<file path="src/rtl/wb_interconnect.sv">
// Wishbone classic shared-bus interconnect: round-robin masters onto base/mask decoded slaves.
// Latency: request in IDLE strobes a slave next cycle; ack and read data return combinationally.
// Backpressure: losing masters stall unacked while the owner holds CYC; stuck slaves time out to ERR.
module wb_interconnect #(
  parameter int N_MASTERS = 2,
  parameter int N_SLAVES  = 3,
  parameter int ADDR_W    = 32,
  parameter int DATA_W    = 32,
  parameter logic [N_SLAVES*ADDR_W-1:0] SLAVE_BASE = '0,
  parameter logic [N_SLAVES*ADDR_W-1:0] SLAVE_MASK = '0,
  parameter int TIMEOUT   = 255
) (
  input  logic                          sys_clk,
  input  logic                          sys_rst_n,
  input  logic [N_MASTERS-1:0]          m_cyc,
  input  logic [N_MASTERS-1:0]          m_stb,
  input  logic [N_MASTERS-1:0]          m_we,
  input  logic [N_MASTERS*ADDR_W-1:0]   m_adr,
  input  logic [N_MASTERS*DATA_W-1:0]   m_dat_w,
  input  logic [N_MASTERS*DATA_W/8-1:0] m_sel,
  output logic [N_MASTERS*DATA_W-1:0]   m_dat_r,
  output logic [N_MASTERS-1:0]          m_ack,
  output logic [N_MASTERS-1:0]          m_err,
  output logic [N_SLAVES-1:0]           s_cyc,
  output logic [N_SLAVES-1:0]           s_stb,
  output logic                          s_we,
  output logic [ADDR_W-1:0]             s_adr,
  output logic [DATA_W-1:0]             s_dat_w,
  output logic [DATA_W/8-1:0]           s_sel,
  input  logic [N_SLAVES*DATA_W-1:0]    s_dat_r,
  input  logic [N_SLAVES-1:0]           s_ack
);

  localparam int SEL_W = DATA_W / 8;
  localparam int M_W   = (N_MASTERS > 1) ? $clog2(N_MASTERS) : 1;
  localparam int S_W   = (N_SLAVES > 1) ? $clog2(N_SLAVES) : 1;
  localparam int CNT_W = $clog2(TIMEOUT + 1);

  typedef enum logic [1:0] {IDLE, BUSY, ERR} state_t;

  state_t           state_q, state_d;
  logic [M_W-1:0]   gnt_q, gnt_d;
  logic [M_W-1:0]   rr_ptr_q, rr_ptr_d;
  logic [M_W-1:0]   gnt_inc;
  logic [CNT_W-1:0] cnt_q, cnt_d;
  logic             tmo;

  // Granted master's bus signals
  logic              g_cyc, g_stb, g_we;
  logic [ADDR_W-1:0] g_adr;
  logic [DATA_W-1:0] g_dat_w;
  logic [SEL_W-1:0]  g_sel;

  // Decode results
  logic              hit;
  logic [S_W-1:0]    hit_idx;
  logic [DATA_W-1:0] hit_dat;
  logic              hit_ack;

  // Arbitration results
  logic              req_any;
  logic [M_W-1:0]    req_idx;
  logic [DATA_W-1:0] rdat;

  assign tmo     = (cnt_q == CNT_W'(TIMEOUT));
  assign gnt_inc = (gnt_q == M_W'(N_MASTERS - 1)) ? '0 : gnt_q + 1'b1;
  assign m_dat_r = {N_MASTERS{rdat}};

  // Mux the currently granted master onto the shared internal signals.
  always_comb begin
    g_cyc   = 1'b0;
    g_stb   = 1'b0;
    g_we    = 1'b0;
    g_adr   = '0;
    g_dat_w = '0;
    g_sel   = '0;
    for (int i = 0; i < N_MASTERS; i++) begin
      if (gnt_q == M_W'(i)) begin
        g_cyc   = m_cyc[i];
        g_stb   = m_stb[i];
        g_we    = m_we[i];
        g_adr   = m_adr[i*ADDR_W +: ADDR_W];
        g_dat_w = m_dat_w[i*DATA_W +: DATA_W];
        g_sel   = m_sel[i*SEL_W +: SEL_W];
      end
    end
  end

  // Address decode; scanning downward makes the lowest-index slave win overlapping windows.
  always_comb begin
    hit     = 1'b0;
    hit_idx = '0;
    hit_dat = '0;
    hit_ack = 1'b0;
    for (int i = N_SLAVES - 1; i >= 0; i--) begin
      if ((g_adr & SLAVE_MASK[i*ADDR_W +: ADDR_W]) == SLAVE_BASE[i*ADDR_W +: ADDR_W]) begin
        hit     = 1'b1;
        hit_idx = S_W'(i);
        hit_dat = s_dat_r[i*DATA_W +: DATA_W];
        hit_ack = s_ack[i];
      end
    end
  end

  // Round-robin pick: the requester closest to rr_ptr (inclusive), wrapping modulo N_MASTERS.
  always_comb begin
    int pos;
    int best_pos;
    req_any  = 1'b0;
    req_idx  = '0;
    pos      = 0;
    best_pos = N_MASTERS;
    for (int i = 0; i < N_MASTERS; i++) begin
      pos = i - int'(rr_ptr_q);
      if (pos < 0) pos = pos + N_MASTERS;
      if (m_cyc[i] && m_stb[i] && (pos < best_pos)) begin
        best_pos = pos;
        req_any  = 1'b1;
        req_idx  = M_W'(i);
      end
    end
  end

  // Next-state: grant, bus lock while CYC held, release, decode error and stuck-slave timeout.
  always_comb begin
    state_d  = state_q;
    gnt_d    = gnt_q;
    rr_ptr_d = rr_ptr_q;
    cnt_d    = '0;
    case (state_q)
      IDLE: begin
        if (req_any) begin
          gnt_d   = req_idx;
          state_d = BUSY;
        end
      end
      BUSY: begin
        if (!g_cyc) begin
          state_d  = IDLE;
          rr_ptr_d = gnt_inc;
        end else if (tmo) begin
          state_d = ERR;
        end else if (g_stb && !hit) begin
          state_d = ERR;
        end else if (g_stb && !hit_ack) begin
          cnt_d = cnt_q + 1'b1;
        end
      end
      ERR: begin
        if (g_cyc) begin
          state_d = BUSY;
        end else begin
          state_d  = IDLE;
          rr_ptr_d = gnt_inc;
        end
      end
      default: state_d = IDLE;
    endcase
  end

  // Bus outputs: only BUSY drives slaves; the timeout cycle suppresses strobes and any late ack.
  always_comb begin
    s_cyc   = '0;
    s_stb   = '0;
    s_we    = 1'b0;
    s_adr   = '0;
    s_dat_w = '0;
    s_sel   = '0;
    m_ack   = '0;
    m_err   = '0;
    rdat    = '0;
    if (state_q == BUSY) begin
      s_we    = g_we;
      s_adr   = g_adr;
      s_dat_w = g_dat_w;
      s_sel   = g_sel;
      if (hit && !tmo) begin
        rdat = hit_dat;
        for (int i = 0; i < N_SLAVES; i++) begin
          if (hit_idx == S_W'(i)) begin
            s_cyc[i] = g_cyc;
            s_stb[i] = g_stb;
          end
        end
        for (int i = 0; i < N_MASTERS; i++) begin
          if (gnt_q == M_W'(i)) m_ack[i] = hit_ack & g_cyc & g_stb;
        end
      end
    end else if (state_q == ERR) begin
      for (int i = 0; i < N_MASTERS; i++) begin
        if (gnt_q == M_W'(i)) m_err[i] = 1'b1;
      end
    end
  end

  // State registers with synchronous active-low reset.
  always_ff @(posedge sys_clk) begin
    if (!sys_rst_n) begin
      state_q  <= IDLE;
      gnt_q    <= '0;
      rr_ptr_q <= '0;
      cnt_q    <= '0;
    end else begin
      state_q  <= state_d;
      gnt_q    <= gnt_d;
      rr_ptr_q <= rr_ptr_d;
      cnt_q    <= cnt_d;
    end
  end

endmodule

</file>
<file path="config.mk">
export PLATFORM = sky130hd
export DESIGN_NAME = wb_interconnect
export DESIGN_NICKNAME = d
export VERILOG_FILES = /design/src/rtl/wb_interconnect.sv
export SDC_FILE = /design/constraint.sdc
export NUM_CORES = 1
export LEC_CHECK = 0
export ABC_AREA = 1
export CORE_AREA = 5 5 146 148
export CTS_BUF_LIST = sky130_fd_sc_hd__clkbuf_4 sky130_fd_sc_hd__clkbuf_8
export CTS_CLUSTER_DIAMETER = 60
export CTS_CLUSTER_SIZE = 12
export DETAILED_ROUTE_END_ITERATION = 6
export DIE_AREA = 0 0 151 153
export PLACE_DENSITY = 0.57
export SLEW_MARGIN = 30
export SYNTH_ARGS = -nofsm -noshare
export SYNTH_HDL_FRONTEND = slang
export SYNTH_SLANG_ARGS = --single-unit
export TNS_END_PERCENT = 100
</file>
<file path="constraint.sdc">
create_clock -name sys_clk -period 4.6 [get_ports sys_clk]
set_input_delay 0.69 -clock sys_clk [delete_from_list [all_inputs] [get_ports sys_clk]]
set_output_delay 0.69 -clock sys_clk [all_outputs]
set_load 0.01 [all_outputs]
</file>
---- Yosys cells after proc, flatten, opt, wreduce, memory -nomap -nowiden ----
Cells that the tools add are included.
operators by class
  $lt $le $gt $ge ......................... 4
  muxes and demuxes ....................... 36
  bitwise logic cells ..................... 6
  reduce and logical (&&, ||, !) cells .... 12
  equal/unequal tests ..................... 5
  add/subtract/negate cells ............... 6
operator list
  kind                   number
  $mux W32               9
  $lt A32 B3 Y1 const B  1
  $lt A32 B32 Y1         1
  $mux W1                17
  $mux W2                7
  $add A2 B3 Y4 const B  2
  $add A8 B1 Y8 const B  1
  $eq A8 B8 Y1 const B   1
  $mux W4                2
  $pmux W2 S3            1
  $reduce_and A2 Y1      3
  $logic_and A1 B1 Y1    5
  $reduce_or A5 Y1       1
  $lt A2 B1 Y1 const B   2
  $not A1 Y1             4
  $sub A1 B1 Y2 const A  2
  $ne A3 B3 Y1 const B   1
  $and A1 B1 Y1          2
  $eq A2 B1 Y1 const B   1
  $eq A2 B2 Y1 const B   1
  $logic_not A2 Y1       1
  $ne A2 B2 Y1 const B   1
  $reduce_or A2 Y1       1
  $add A1 B1 Y1 const B  1
  $logic_not A1 Y1       1
storage, ports and cells
  register bits ........................... 12
  logic and storage cells ................. 73
  bits of input ports ..................... 243
  output and inout port bits .............. 143

---- Depth between registers and ports, before layout ----
Gate-level depths: netlist (run 1).
  word-level depth ........................ 11
  depth in mapped cells ................... 10
  mapped depth without buffers ............ 9

---- Worst setup path after synthesis (run 1) ----
Ideal clock, no wire load.
  kind .................................... reg-to-output
  start ................................... reg cnt_q[0]
  end ..................................... out m_dat_r[33]
  path slack .............................. 2542 ps
  path buffers ............................ 2
  stages on the path, launching flop included .. 9
  data required time ...................... 3910 ps
  data arrival time ....................... 1368 ps
  path through ............................ dfxtp_1 -> ha_1 -> nand2_1 -> nor2_1 -> nand3_1 -> nand2_2 -> buf_4 -> nor2_1 -> buf_4
between the ends
  longest elaborated chain between the ends .. 3
RTL lines
  what                    RTL line  source
  start, declared         45        logic [CNT_W-1:0] cnt_q, cnt_d;
  start signal, assigned  207       cnt_q <= cnt_d;
  $eq A8 B8 Y1            65        assign tmo = (cnt_q == CNT_W'(TIMEOUT));
  $mux W32                177       if (hit && !tmo) begin
  $mux W32                172       if (state_q == BUSY) begin
  end, declared           21        output logic [N_MASTERS*DATA_W-1:0] m_dat_r,
Every way passes these cells.

---- Final worst setup path (run 1) ----
  start ................................... reg state_q[1]
  end ..................................... out m_dat_r[7]
between the ends
  longest elaborated chain between the ends .. 2
RTL lines
  what                    RTL line  source
  start, declared         41        state_t state_q, state_d;
  start signal, assigned  204       state_q <= state_d;
  $eq A2 B1 Y1            172
  $mux W32                172
Every way passes these cells.

==> metrics.md, run 1 <==
| Metric | Value |
|---|---|
| Status | completed |
| Row count | between 50 and 60 |
| Post-route setup TNS | 0 ns |
| Gp weighted congestion | roughly 0.76 |
| Register area | ~240 sq um |
| Pre-Repair DR Iteration Count | 4 |
| Synth area leaders | nor2_1 (32%), o21ai_0 (16%), buf_4 (13%) |
| Later-pin clock latency in the skew report | roughly 0.24 ns |
| Worst EP required | 3.91 ns |
| EDFF count, synth | 0 |
| Final Cycle Share | 0.714 |
| Reg2reg setup slack | approximately 2.8 ns |
| CTS root buf | clkbuf_8 |
| Nets | around 950 |
| Max rail drop VDD | 0.198 mV |
| Cell variety after synth | 25 |
| Final setup viols | 0 |
| WS Path Type | register to primary output |
| Layout area overhead | 146% |
| Core area | ~20000 sq um |
| Grt ovf | 0 |
| CTS Hold Bufs | 0 |
| Overall routed net length | ~13000 microns |
| Ys Warns | 0 |
| Synth area leader | nor2_1 |
| Synth Area in XOR/XNOR | 0.0160 |
| Hold WC Path Type | register to register |
| Worst rel slew slack | 0.572 |
| Slew Limit Fails | 0 |
| Layout Utilization | 0.271 |
| Synth Instances | ~430 |
| Main synth FF type | dfxtp_1 |
| Buffers on Ports | between 300 and 400 |
| Pint | approximately 1.0 mW |
| Starting Density | 0.110 |
| #FFs+latches synth | 12 |
| CTS clk-pin slew, worst paths | roughly 0.05 ns |
| Post-synthesis compound-gate area fraction | 0.174 |
| Simple-Gate Fraction of Synth Area | 0.409 |
| H-tree Lvls | 1 |
| Worst-margin pin slew | 0.640 ns |
| Worst R2R Start | state_q[1] |
| Crit path capture type | primary output |
| Vias in the first global route | around 3300 |
| Net Sw Power | just under 0.8 mW |
| Global-route wire length before repair | 18200 microns |
| Endpoints failing hold | 0 |
| Fin Hold WS | around 0.45 ns |
| Vias | approximately 3400 |
| Comb pwr share | 0.873 |
| Antenna diodes | 0 |
| Die height | between 150 and 200 microns |
| Mapped Avg Cell Area | 5.06 sq um |
| Clock buffer depth | 2 |
| Hold Crit Depth | 1 |
| Total GRT Usage | 0.0962 |
| Min Clock Period, post-route | ~3.3 ns |
| Hold Crit Start | cnt_q[0] |
| Wirelength per Cell | between 10 and 15 microns |
| Max_cap viols | 0 |
| CTS Buf Count | 3 |
| Worst Path Arrival | 2.60 ns |
| CP Max Fanout | 35 |
| Area share of fa/ha/maj cells after synthesis | 0.0286 |
| Dpl hpwl | 10500 microns |
| Antenna violations before repair | 0 |
| Fill count | 2230 |
| Residual DRC | 0 |
| Clock sinks | 12 |
| Pwr Density | ~330 nW/um^2 |
| R2R depth | 9 |
| Share of post-route cells with drive strength above 1 | 0.0259 |
| Reg power frac | 0.074 |
| Reg-to-reg critical path endpoint | cnt_q[6] |
| Chip width | around 150 microns |
| Setup Skew | 0.00195 ns |
| Post-cts resize count | 0 |
| Hold endpoint | cnt_q[0] |
| RSZ-0062 raised after global routing | no |
| Peak Freq | between 300 and 400 MHz |
| Area of the multi-input gates | between 1000 and 1500 sq um |
| Combinational family with the most area after synthesis | simple AND/OR/NAND/NOR gates |
| Lkg Pwr | 2.25 nW |
| DR iter-0 viols | 130 |
| Via density | approximately 3.5 |
| # IOs | around 390 |
| Post-CTS Setup Inserts | 0 |
| Top cell type's share of synthesized area | 0.319 |
| Switching share of power | 0.441 |
| Synthesized cell area | 2190 sq um |
| ANT nets after route | 0 |
| Clock share of power | 0.052 |
| DIE AREA | between 20000 and 25000 sq um |
| Worst setup SP type | register |
| Largest net degree at the start of global routing | 53 |
| Mux cell area share after synthesis | 0 |
| CTS tree | done |
| Asr flop ratio synth | 0 |
| Seq/Total Area, Yosys | 0.110 |
==> how the worst max path moves through the flow <==
stage                  endpoint  cells after the start  slack (ns)  startpoint
floorplan           m_dat_r[33]                      8        2.54    cnt_q[0]
global placement       m_ack[1]                      8        1.37    m_cyc[0]
detailed placement     m_ack[0]                      8        1.35    m_cyc[0]
CTS                  m_dat_r[7]                      5        1.21  state_q[1]
global route         m_dat_r[7]                      5        1.05  state_q[1]
finish               m_dat_r[7]                      5        1.31  state_q[1]
==> cells in the mapped netlist, types with 2 or more instances <==
library cell,count
ha_1,5
dfxtp_1,12
nor2_1,186
nand2_4,2
clkbuf_1,19
buf_4,39
nand2_1,21
nand3_1,8
nor3_2,2
buf_2,2
inv_1,46
nand2_2,2
a21oi_1,4
xor2_1,3
nor3_1,2
o21ai_0,71
==> power groups by stage <==
stage / clock [mW] / sequential (mW) / combinational, mW
after detailed placement: 0 / 0.137 / 1.60
after global routing: 0.103 / 0.137 / 1.71
final: 0.0937 / 0.133 / 1.57
after global placement: 0 / 0.138 / 1.60
after floorplan: 0 / 0.125 / 0.742
after CTS: 0.0978 / 0.135 / 1.60
==> layer usage <==
metal	vias to the layer above	track usage	wire length, microns
met1	1467	0.109	4810
met5	-	0	0
met3	2	0.0272	1300
li1	1808	-	-
met2	150	0.185	6430
met4	0	0.00518	46
==> registers in the layout, indices dropped and copies added (netlist names) <==
| signal | flops |
|---|---|
| rr_ptr_q | 1 |
| gnt_q | 1 |
| cnt_q | 8 |
| state_q | 2 |
==> area by class of cell <==
class	count	area share
clock buffers	3	0.00766
inverters	48	0.0339
flip-flops and latches	12	0.0448
multi-input cells	314	0.258
well taps	270	0.0627
repair buffers	319	0.593
==> critical path, stage by stage (launching register included) <==
cell and delay (ns):
dfxtp_1 0.33, inv_1 0.11, ha_2 0.48, nand2_2 0.47, nor2_1 0.36, clkdlybuf4s50_1 0.60
==> metrics by stage <==
stage | worst slack, ns | instance area, sq um | power, mW | cells
after floorplan | 2.54 | 2200 | 0.868 | 436
after global placement | 1.37 | 5350 | 1.74 | 963
after detailed placement | 1.35 | 5350 | 1.74 | 963
after CTS | 1.21 | 5390 | 1.84 | 966
after global routing | 1.05 | 5390 | 1.95 | 966
final | 1.31 | 5390 | 1.79 | 966
==> cells in the final DEF (no fill, tap or decap) <==
cell type,count
xor2_1,3
buf_12,1
nand2_1,21
clkdlybuf4s50_1,315
dfxtp_1,11
ha_2,1
dfxtp_2,1
nand2_2,2
o21ai_0,71
xnor2_1,1
ha_1,4
nor3_2,2
nor3_1,2
nand3_1,8
conb_1,4
inv_4,1
inv_2,1
nor2_2,1
clkbuf_8,3
a21oi_1,4
buf_4,3
nand2_4,2
nor3b_1,1
o21ai_1,1
nor2_1,186
inv_1,46
==> logic make-up after synthesis <==
logic type | after synthesis
compound gates | 76
xor+xnor | 4
fa+ha+maj | 5
buf+inv | 110
flops | 12
other cells | 1
simple gates | 225
(Power assumes the default switching activity.)
==> inputs of run 2 (changes only) <==
Settings changed: CORE_AREA 5 5 146 148 to 5 5 147 149, DIE_AREA 0 0 151 153 to 0 0 152 154, PLACE_DENSITY 0.57 to 0.59.
Clock period 4.6 ns to 2.8 ns, I/O delays scaled along.
==> metrics.md, run 2 (synthesized netlist as in run 1, its figures left out) <==
| Metric | Value |
|---|---|
| Lkg Pwr | 2.28 nW (+1.5%) |
| CP peak stage delay | 0.56 ns (-0.04 ns) |
| Highest-count cells in the layout ignoring fill and taps | clkdlybuf4s50_1 (315), nor2_1 (186), o21ai_0 (71) |
| Hold WC Path Type | register to register |
| Post-CTS Setup Inserts | 0 (unchanged) |
| Crit path cell chain | clkdlybuf4s50_1 > inv_1 > nand2_4 > nand2_2 > nor3b_1 > buf_4 > nand2_1 > nor2_1 > clkdlybuf4s50_1 |
| Slew Limit Fails | 0 (unchanged) |
| Hold endpoint | cnt_q[0] |
| CTS tree | done |
| Slowest-stage cell, CP | clkdlybuf4s50_1 |
| Registers with the most flip-flops | cnt_q (8), state_q (2) |
| Buffers on Ports | 315 (unchanged) |
| Placed Cells | 966 (+0.31%) |
| CTS Hold Bufs | 0 (unchanged) |
| Via density | 3.54 (-0.15%) |
| Layout area overhead | 149% |
| H-tree Lvls | 1 (unchanged) |
| Clock sinks | 12 (unchanged) |
| Net Sw Power | 1.32 mW (+67%) |
| Max rail drop VDD | 0.411 mV (+110%) |
| CTS Buf Count | 3 (unchanged) |
| Die height | 154 microns (+0.65%) |
| DIE AREA | 23400 sq um (+1.3%) |
| Row count | 52 (unchanged) |
| Most common cell after layout, fill and taps aside | clkdlybuf4s50_1 |
| Total GRT Usage | 0.0965 (+0.000266) |
| Worst slack, placed | 0.133 ns (-1.22 ns) |
| Share of post-route cells with drive strength above 1 | 0.0314 (+0.00557) |
| Antenna diodes | 0 (unchanged) |
| Hold Crit Start | cnt_q[0] |
| RSZ-0062 raised after global routing | no |
| Post-route setup TNS | 0 ns (unchanged) |
| # IOs | 386 (unchanged) |
| Final Cycle Share | 0.949 |
| Endpoints failing hold | 0 (unchanged) |
| Min Clock Period, post-route | about 2.7 ns |
| Hold Crit Depth | 1 (unchanged) |
| Clock share of power | 0.063 (+0.011) |
| Gp weighted congestion | 0.833 (+9.0%) |
| Pint | 1.72 mW (+72%) |
| Post-cts resize count | 0 (unchanged) |
| Wirelength per Cell | 13.1 microns (+0.13%) |
| Worst Path Arrival | 2.24 ns (-0.36 ns) |
| Peak Freq | ~380 MHz |
| Setup ws final | 0.143 ns (-1.17 ns) |
| Overall routed net length | 12700 microns (+0.54%) |
| Grt ovf | 0 (unchanged) |
| Largest register FFs | 8 (unchanged) |
| Vias in the first global route | 3281 (-1.2%) |
| Vias | 3436 (+0.26%) |
| Fill count | 2268 (+1.7%) |
| R2R depth | 8 (-1) |
| Switching share of power | 0.435 (-0.00629) |
| Dpl hpwl | 10500 microns (+0.62%) |
| CTS clk-pin slew, worst paths | 0.05 ns (about the same) |
| CP most frequent cell | clkdlybuf4s50_1 |
| Most flops, register | cnt_q |
| Pre-Repair DR Iteration Count | 4 (unchanged) |
| Setup Skew | 0.00234 ns (+0.000391 ns) |
| Worst R2R Start | cnt_q[0] |
| Worst setup SP type | input port |
| ANT nets after route | 0 (unchanged) |
| Post-route cell area | 5450 sq um (+1.1%) |
| Status | completed |
| Max_cap viols | 0 (unchanged) |
| Fin Hold WS | 0.450 ns (+0.00361 ns) |
| Antenna violations before repair | 0 (unchanged) |
| Global-route wire length before repair | 18800 microns (+3.4%) |
| Starting Density | 0.109 (-0.000714) |
| Worst EP required | 2.38 ns (-1.53 ns) |
| Reg2reg setup slack | 1.37 ns (-1.40 ns) |
| Largest net degree at the start of global routing | 63 (+19%) |
| Later-pin clock latency in the skew report | 0.24 ns (about the same) |
| Reg-to-reg critical path endpoint | state_q[0] |
| Chip width | 152 microns (+0.66%) |
| CP Max Fanout | 4 (-89%) |
| Final setup viols | 0 (unchanged) |
| Clock buffer depth | 2 (unchanged) |
| Nets | 949 (+0.32%) |
| Pwr Density | 558 nW/um^2 (+68%) |
| Comb pwr share | 0.867 (-0.006) |
| Crit path capture type | primary output |
| Residual DRC | 0 (unchanged) |
| Non-filler cells, final | 970 (+0.41%) |
| WS Path Type | input port to primary output |
| DR iter-0 viols | 170 (+31%) |
| CTS root buf | clkbuf_8 |
| Placement-stage cell area | 5400 sq um (+0.89%) |
| Core area | 20000 sq um (+0.65%) |
| Reg power frac | 0.071 (-0.003) |
==> run 2: changes by cell type in the layout (fill, tap and decap cells not counted), sizes merged <==
cell    previous run  this run
buf                4         7
clkbuf             3         4
==> run 2: how the worst max path moves through the flow <==
stage / end / cells after the start / start
CTS: m_ack[1] / 9 / m_stb[1]
finish: m_ack[1] / 9 / m_cyc[0]
global route: m_ack[1] / 9 / m_cyc[1]
global placement: m_ack[1] / 9 / m_cyc[0]
floorplan: m_dat_r[33] / 8 / cnt_q[0]
detailed placement: m_ack[1] / 9 / m_stb[1]
==> run 2: power groups by stage <==
| stage | Sequential, mW | Clock, mW | Combinational (mW) |
|---|---|---|---|
| 4_1_cts | 0.216 | 0.193 | 2.69 |
| 3_5_place_dp | 0.219 | 0 | 2.68 |
| 3_3_place_gp | 0.219 | 0 | 2.67 |
| 5_1_grt | 0.218 | 0.204 | 2.86 |
| 2_1_floorplan | 0.206 | 0 | 1.22 |
| 6_report | 0.215 | 0.191 | 2.64 |
==> run 2: layer usage <==
metal | vias to the layer above | wire length, microns | global-route usage
met4 | 0 | 54 | 0.00813
met2 | 152 | 6510 | 0.182
met3 | 6 | 843 | 0.0228
li1 | 1812 | - | -
met1 | 1466 | 5260 | 0.115
met5 | - | 0 | 0
==> run 2: area by class of cell <==
class / instances / area [sq um] / share of cell area
clock buffers: 4 / 55.1 / 0.0101
inverters: 48 / 183 / 0.0335
multi-input cells: 314 / 1390 / 0.255
flip-flops and latches: 12 / 241 / 0.0443
well taps: 270 / 338 / 0.0620
repair buffers: 322 / 3240 / 0.595
==> run 2: worst max-delay path, delay by kind of cell <==
kind,cells,cell delay [ns]
and+or+nand+nor,5,0.53
buffers and inverters,4,1.27
==> run 2: per-stage QoR <==
| stage | utilization | power, mW |
|---|---|---|
| floorplan | - | 1.43 |
| finish | 0.272 | 3.04 |
| global route | 0.272 | 3.28 |
| CTS | 0.272 | 3.10 |
| detailed placement | 0.269 | 2.90 |
| global placement | 0.269 | 2.89 |
